--- src/rtl/counter_pkg.sv ---
// Shared constants and helpers for the modulo up/down counter.
// clamp_val works on 32-bit values, so counters wider than 32 bits are not supported.
package counter_pkg;

    localparam logic CNT_UP   = 1'b1;
    localparam logic CNT_DOWN = 1'b0;

    function automatic logic [31:0] clamp_val(input logic [31:0] value,
                                              input logic [31:0] max);
        return (value > max) ? max : value;
    endfunction

endpackage

--- src/rtl/counter_next_val.sv ---
// Combinational next-state for the modulo counter.
// Applies sclr > load > en priority and flags a limit crossing.
module counter_next_val
    import counter_pkg::*;
#(
    parameter int          WIDTH    = 8,
    parameter int unsigned MAX_VAL  = 2**WIDTH-1,
    parameter int          SATURATE = 0
) (
    input  logic [WIDTH-1:0] count,
    input  logic             up_dn,
    input  logic             en,
    input  logic             sclr,
    input  logic             load,
    input  logic [WIDTH-1:0] load_val,
    output logic [WIDTH-1:0] next_count,
    output logic             wrap_evt
);

    localparam logic [WIDTH-1:0] MAX_C = WIDTH'(MAX_VAL);

    logic [WIDTH-1:0] load_clamped;

    assign load_clamped = WIDTH'(clamp_val(32'(load_val), MAX_VAL));

    always_comb begin
        next_count = count;
        wrap_evt   = 1'b0;
        if (sclr) begin
            next_count = '0;
        end else if (load) begin
            next_count = load_clamped;
        end else if (en) begin
            if (up_dn == CNT_UP) begin
                if (count == MAX_C) begin
                    // at the limit: saturating mode holds, otherwise roll to 0
                    next_count = (SATURATE != 0) ? count : '0;
                    wrap_evt   = (SATURATE == 0);
                end else begin
                    next_count = count + 1'b1;
                end
            end else begin
                if (count == '0) begin
                    next_count = (SATURATE != 0) ? count : MAX_C;
                    wrap_evt   = (SATURATE == 0);
                end else begin
                    next_count = count - 1'b1;
                end
            end
        end
    end

endmodule

--- src/rtl/counter_updown_mod.sv ---
// Modulo up/down counter: count and wrap registers plus the terminal-count decode.
// All next-state arithmetic lives in counter_next_val.
module counter_updown_mod
    import counter_pkg::*;
#(
    parameter int          WIDTH    = 8,
    parameter int unsigned MAX_VAL  = 2**WIDTH-1,
    parameter int          SATURATE = 0,
    parameter int unsigned RST_VAL  = 0
) (
    input  logic             clk,
    input  logic             rst,
    input  logic             en,
    input  logic             up_dn,
    input  logic             sclr,
    input  logic             load,
    input  logic [WIDTH-1:0] load_val,
    output logic [WIDTH-1:0] count,
    output logic             tc,
    output logic             wrap
);

    localparam logic [WIDTH-1:0] MAX_C = WIDTH'(MAX_VAL);
    localparam logic [WIDTH-1:0] RST_C = WIDTH'(RST_VAL);

    logic [WIDTH-1:0] count_q, count_d;
    logic             wrap_q, wrap_d;

    counter_next_val #(
        .WIDTH    (WIDTH),
        .MAX_VAL  (MAX_VAL),
        .SATURATE (SATURATE)
    ) u_next (
        .count      (count_q),
        .up_dn      (up_dn),
        .en         (en),
        .sclr       (sclr),
        .load       (load),
        .load_val   (load_val),
        .next_count (count_d),
        .wrap_evt   (wrap_d)
    );

    // rst is active-low despite its name
    always_ff @(posedge clk or negedge rst) begin
        if (!rst) begin
            count_q <= RST_C;
            wrap_q  <= 1'b0;
        end else begin
            count_q <= count_d;
            wrap_q  <= wrap_d;
        end
    end

    assign tc = en & ~sclr & ~load &
                (((up_dn == CNT_UP) && (count_q == MAX_C)) ||
                 ((up_dn == CNT_DOWN) && (count_q == '0)));

    assign count = count_q;
    assign wrap  = wrap_q;

endmodule

--- config.mk ---
export PLATFORM = sky130hd
export DESIGN_NAME = counter_updown_mod
export DESIGN_NICKNAME = d
export VERILOG_FILES = /design/src/rtl/counter_pkg.sv /design/src/rtl/counter_next_val.sv /design/src/rtl/counter_updown_mod.sv
export SDC_FILE = /design/constraint.sdc
export NUM_CORES = 1
export LEC_CHECK = 0
export BUFFER_PORTS_ARGS = -buffer_cell sky130_fd_sc_hd__buf_2
export CORE_MARGIN = 4
export CORE_UTILIZATION = 46
export CTS_CLUSTER_SIZE = 30
export DETAILED_ROUTE_END_ITERATION = 8
export PLACE_DENSITY = 0.74
export SETUP_SLACK_MARGIN = 0.3
export SLEW_MARGIN = 5
export SYNTH_ARGS = -nofsm -noshare
export SYNTH_HDL_FRONTEND = slang
export SYNTH_SLANG_ARGS = --single-unit
--- constraint.sdc ---
create_clock -name clk -period 1.7 [get_ports clk]
set_input_delay 0.34 -clock clk [delete_from_list [all_inputs] [get_ports clk]]
set_output_delay 0.34 -clock clk [all_outputs]
set_load 0.05 [all_outputs]
==> metrics <==
total power draw 964 uW; Total Nets Final between 150 and 200; post-DP HPWL about 2.3 mm; Period minus WS final approximately 2000 ps; Max-Slew Margin vs Limit 0.699; Warnings, synthesis 0; Post-Syn Nets 128; CTS tree built; drt drc 0; clock slew at reported path FFs roughly 70 ps; Synth Cell Area roughly 890 um2; number of fill cells a little under 90; Die H ~52 um; Final Cycle Share 1.20; core area 1780 um2; top post-synthesis cells by area dfrtp_1, ha_1, a21oi_1, o2bb2ai_1, nand2_1; placed inst area between 1000 and 1500 um2; WL per Instance approximately 22 um; fin. max-slew vios 0; utilization after layout 0.877; top cell type's share of synthesized area 0.252; clk_lat worst skew between 200 and 300 ps; CTS H-tree depth 1; # diodes 0; ANT nets after route 0; clk sinks 9; layout cells sized above 1 0.576; Multi-input gate area approximately 730 um2; RSZ-0062 raised after global routing true; TNS Setup -459 ps; mean area per synthesized cell slightly above 8 um2; first-pass GRT wire length 5.89 mm; GRT Util Overall 0.297; site row count 15; io pins 24; initial antenna violation count 0; Seq pwr share 0.271; Die ar. 2710 um2; vias per cell between 6 and 7; f_max 0.490 GHz; Switch Pwr between 300 and 400 uW; Synth async-reset ratio 1.00; synth unique cells 43; Crit. End Element output pin; Max Root-Sink Buffers 2; Worst VDD drop ~0.00056 V; Clock power frac 0.186; design area ~1600 um2; Hold WC Path Type input port to flop; Setup crit start kind flop; PortBufs 23; Lkg Pwr between 0.0006 and 0.0007 uW; vias in the first global route between 1000 and 1500; largest net degree at the start of global routing 11; clock root cell clkbuf_4; CP Data Required Time 1360 ps; CTS Buf Count 3; sequential area share after synthesis 0.252; Iter 0 DRT Violations between 100 and 150; area delta synth->final 75.1%; Internal ~570 uW; cell taking the most area after synthesis dfrtp_1; failing checks setup timing; total of max-cap violations 0; WS Path Type flop to output pin; routed vias between 1000 and 1500; grt total ovfl 0; drt total wl 4.27 mm; Logic pwr share 0.543; setup violators final 4; Slew @ Worst Pin between 400 and 500 ps; most common library cells after synthesis dfrtp_1, nand2_1, a21oi_1; GPL Wtd Cong approximately 0.94; Sw Share 0.408; Initial Util 0.501; FF+latch count, synth 9; CP max FO 4; Hold Vio Cnt, Final 0; power density over cell area 617 nW/um2; cell count after synthesis 111; status finished, violations left; Worst Skew ~5.3 ps; Final Worst Setup Slack -339 ps; register area roughly 240 um2; Post-synth EDFFs 0; main flop type after synthesis dfrtp_1; WP data arrival ~1700 ps; Pre-Repair DR Iteration Count 5; die width roughly 52 um
-- through the flow --
stage / instances / setup WS, ps / hold slack (ps)
6_report: 195 / -339 / 274
3_3_place_gp: 178 / -47.9 / 209
3_5_place_dp: 178 / -105 / 211
5_1_grt: 195 / -432 / 286
4_1_cts: 190 / -291 / 273
2_1_floorplan: 111 / -243 / 44.4
-- path summary, 6_finish.rpt --
check	slack, ps	start	cells past startpoint	end
min in group asynchronous	450	rst	2	count[4]$_DFFE_PN0P_
min reg2reg	830	count[0]$_DFFE_PN0P_	3	count[0]$_DFFE_PN0P_
max reg2reg	-70	count[3]$_DFFE_PN0P_	5	count[5]$_DFFE_PN0P_
max	-340	count[1]$_DFFE_PN0P_	6	tc
min	270	load_val[7]	3	count[7]$_DFFE_PN0P_
max in group asynchronous	1030	rst	2	count[1]$_DFFE_PN0P_
-- routing by layer --
metal | vias to the layer above | wire, um | part of all wire | global-route usage
met1 | 612 | 1500 | 0.35 | 0.337
li1 | 539 | - | - | -
met5 | - | 0 | 0 | 0
met4 | 0 | 282 | 0.066 | 0.127
met3 | 43 | 510 | 0.12 | 0.0659
met2 | 136 | 1970 | 0.46 | 0.527
-- critical path, cell delays in order, from the launching register on --
cell	delay, ps
dfrtp_2	410
ha_2	210
nand4_1	170
nor2_2	250
a31oi_4	130
nor2_4	110
buf_8	150
-- power groups by stage --
stage | registers (uW) | logic (uW) | clock network (uW)
global route | 262 | 549 | 193
global placement | 261 | 369 | 0
floorplan | 314 | 193 | 0
detailed placement | 262 | 378 | 0
finish | 261 | 524 | 179
CTS | 258 | 457 | 182
-- cell type report --
type	instances	area share
clock buffer	4	0.0168
inverter	4	0.0128
multi-input combinational	88	0.467
sequential	9	0.150
tap	25	0.0200
timing repair buffer	65	0.333
-- sequential cells by signal, indices dropped and copies added, names as in the netlist --
register,flops
count,8
wrap,1
-- logic make-up (layout without fill, tap and decap cells) --
group                    Yosys count  count (layout)  synth area share
AO/OA/AOI/OAI                     37              37             0.286
XOR/XNOR                           3               3            0.0294
adder cells (fa/ha/maj)            3               3            0.0420
buffers and inverters             14              73            0.0798
flip-flops                         9               9             0.252
multiplexers                       3               3            0.0336
AND/OR/NAND/NOR                   42              42             0.277
-- cells in the final DEF (no fill, tap or decap), types with 3 or more instances in the layout --
cell type  Yosys  layout
buf_4          1      35
buf_2          6      15
buf_6          1      10
nand2_1        9       9
dfrtp_2        0       8
a21oi_1        7       6
nor3_1         5       4
nand3_1        4       4
nor2b_1        4       4
o21ai_0        4       4
buf_8          0       4
mux2i_1        3       3
o21ai_1        3       3
o2bb2ai_1      4       3
clkbuf_4       0       3
-- timing repair --
action	4_1_cts	5_1_grt
buffers inserted	7	5
hold endpoints to repair	9	0
hold buffers	1	0
pin swaps	6	8
resized for setup	29	13
endpoints found under the setup margin	15	17
Note: power is estimated with default switching activity, not from simulation.
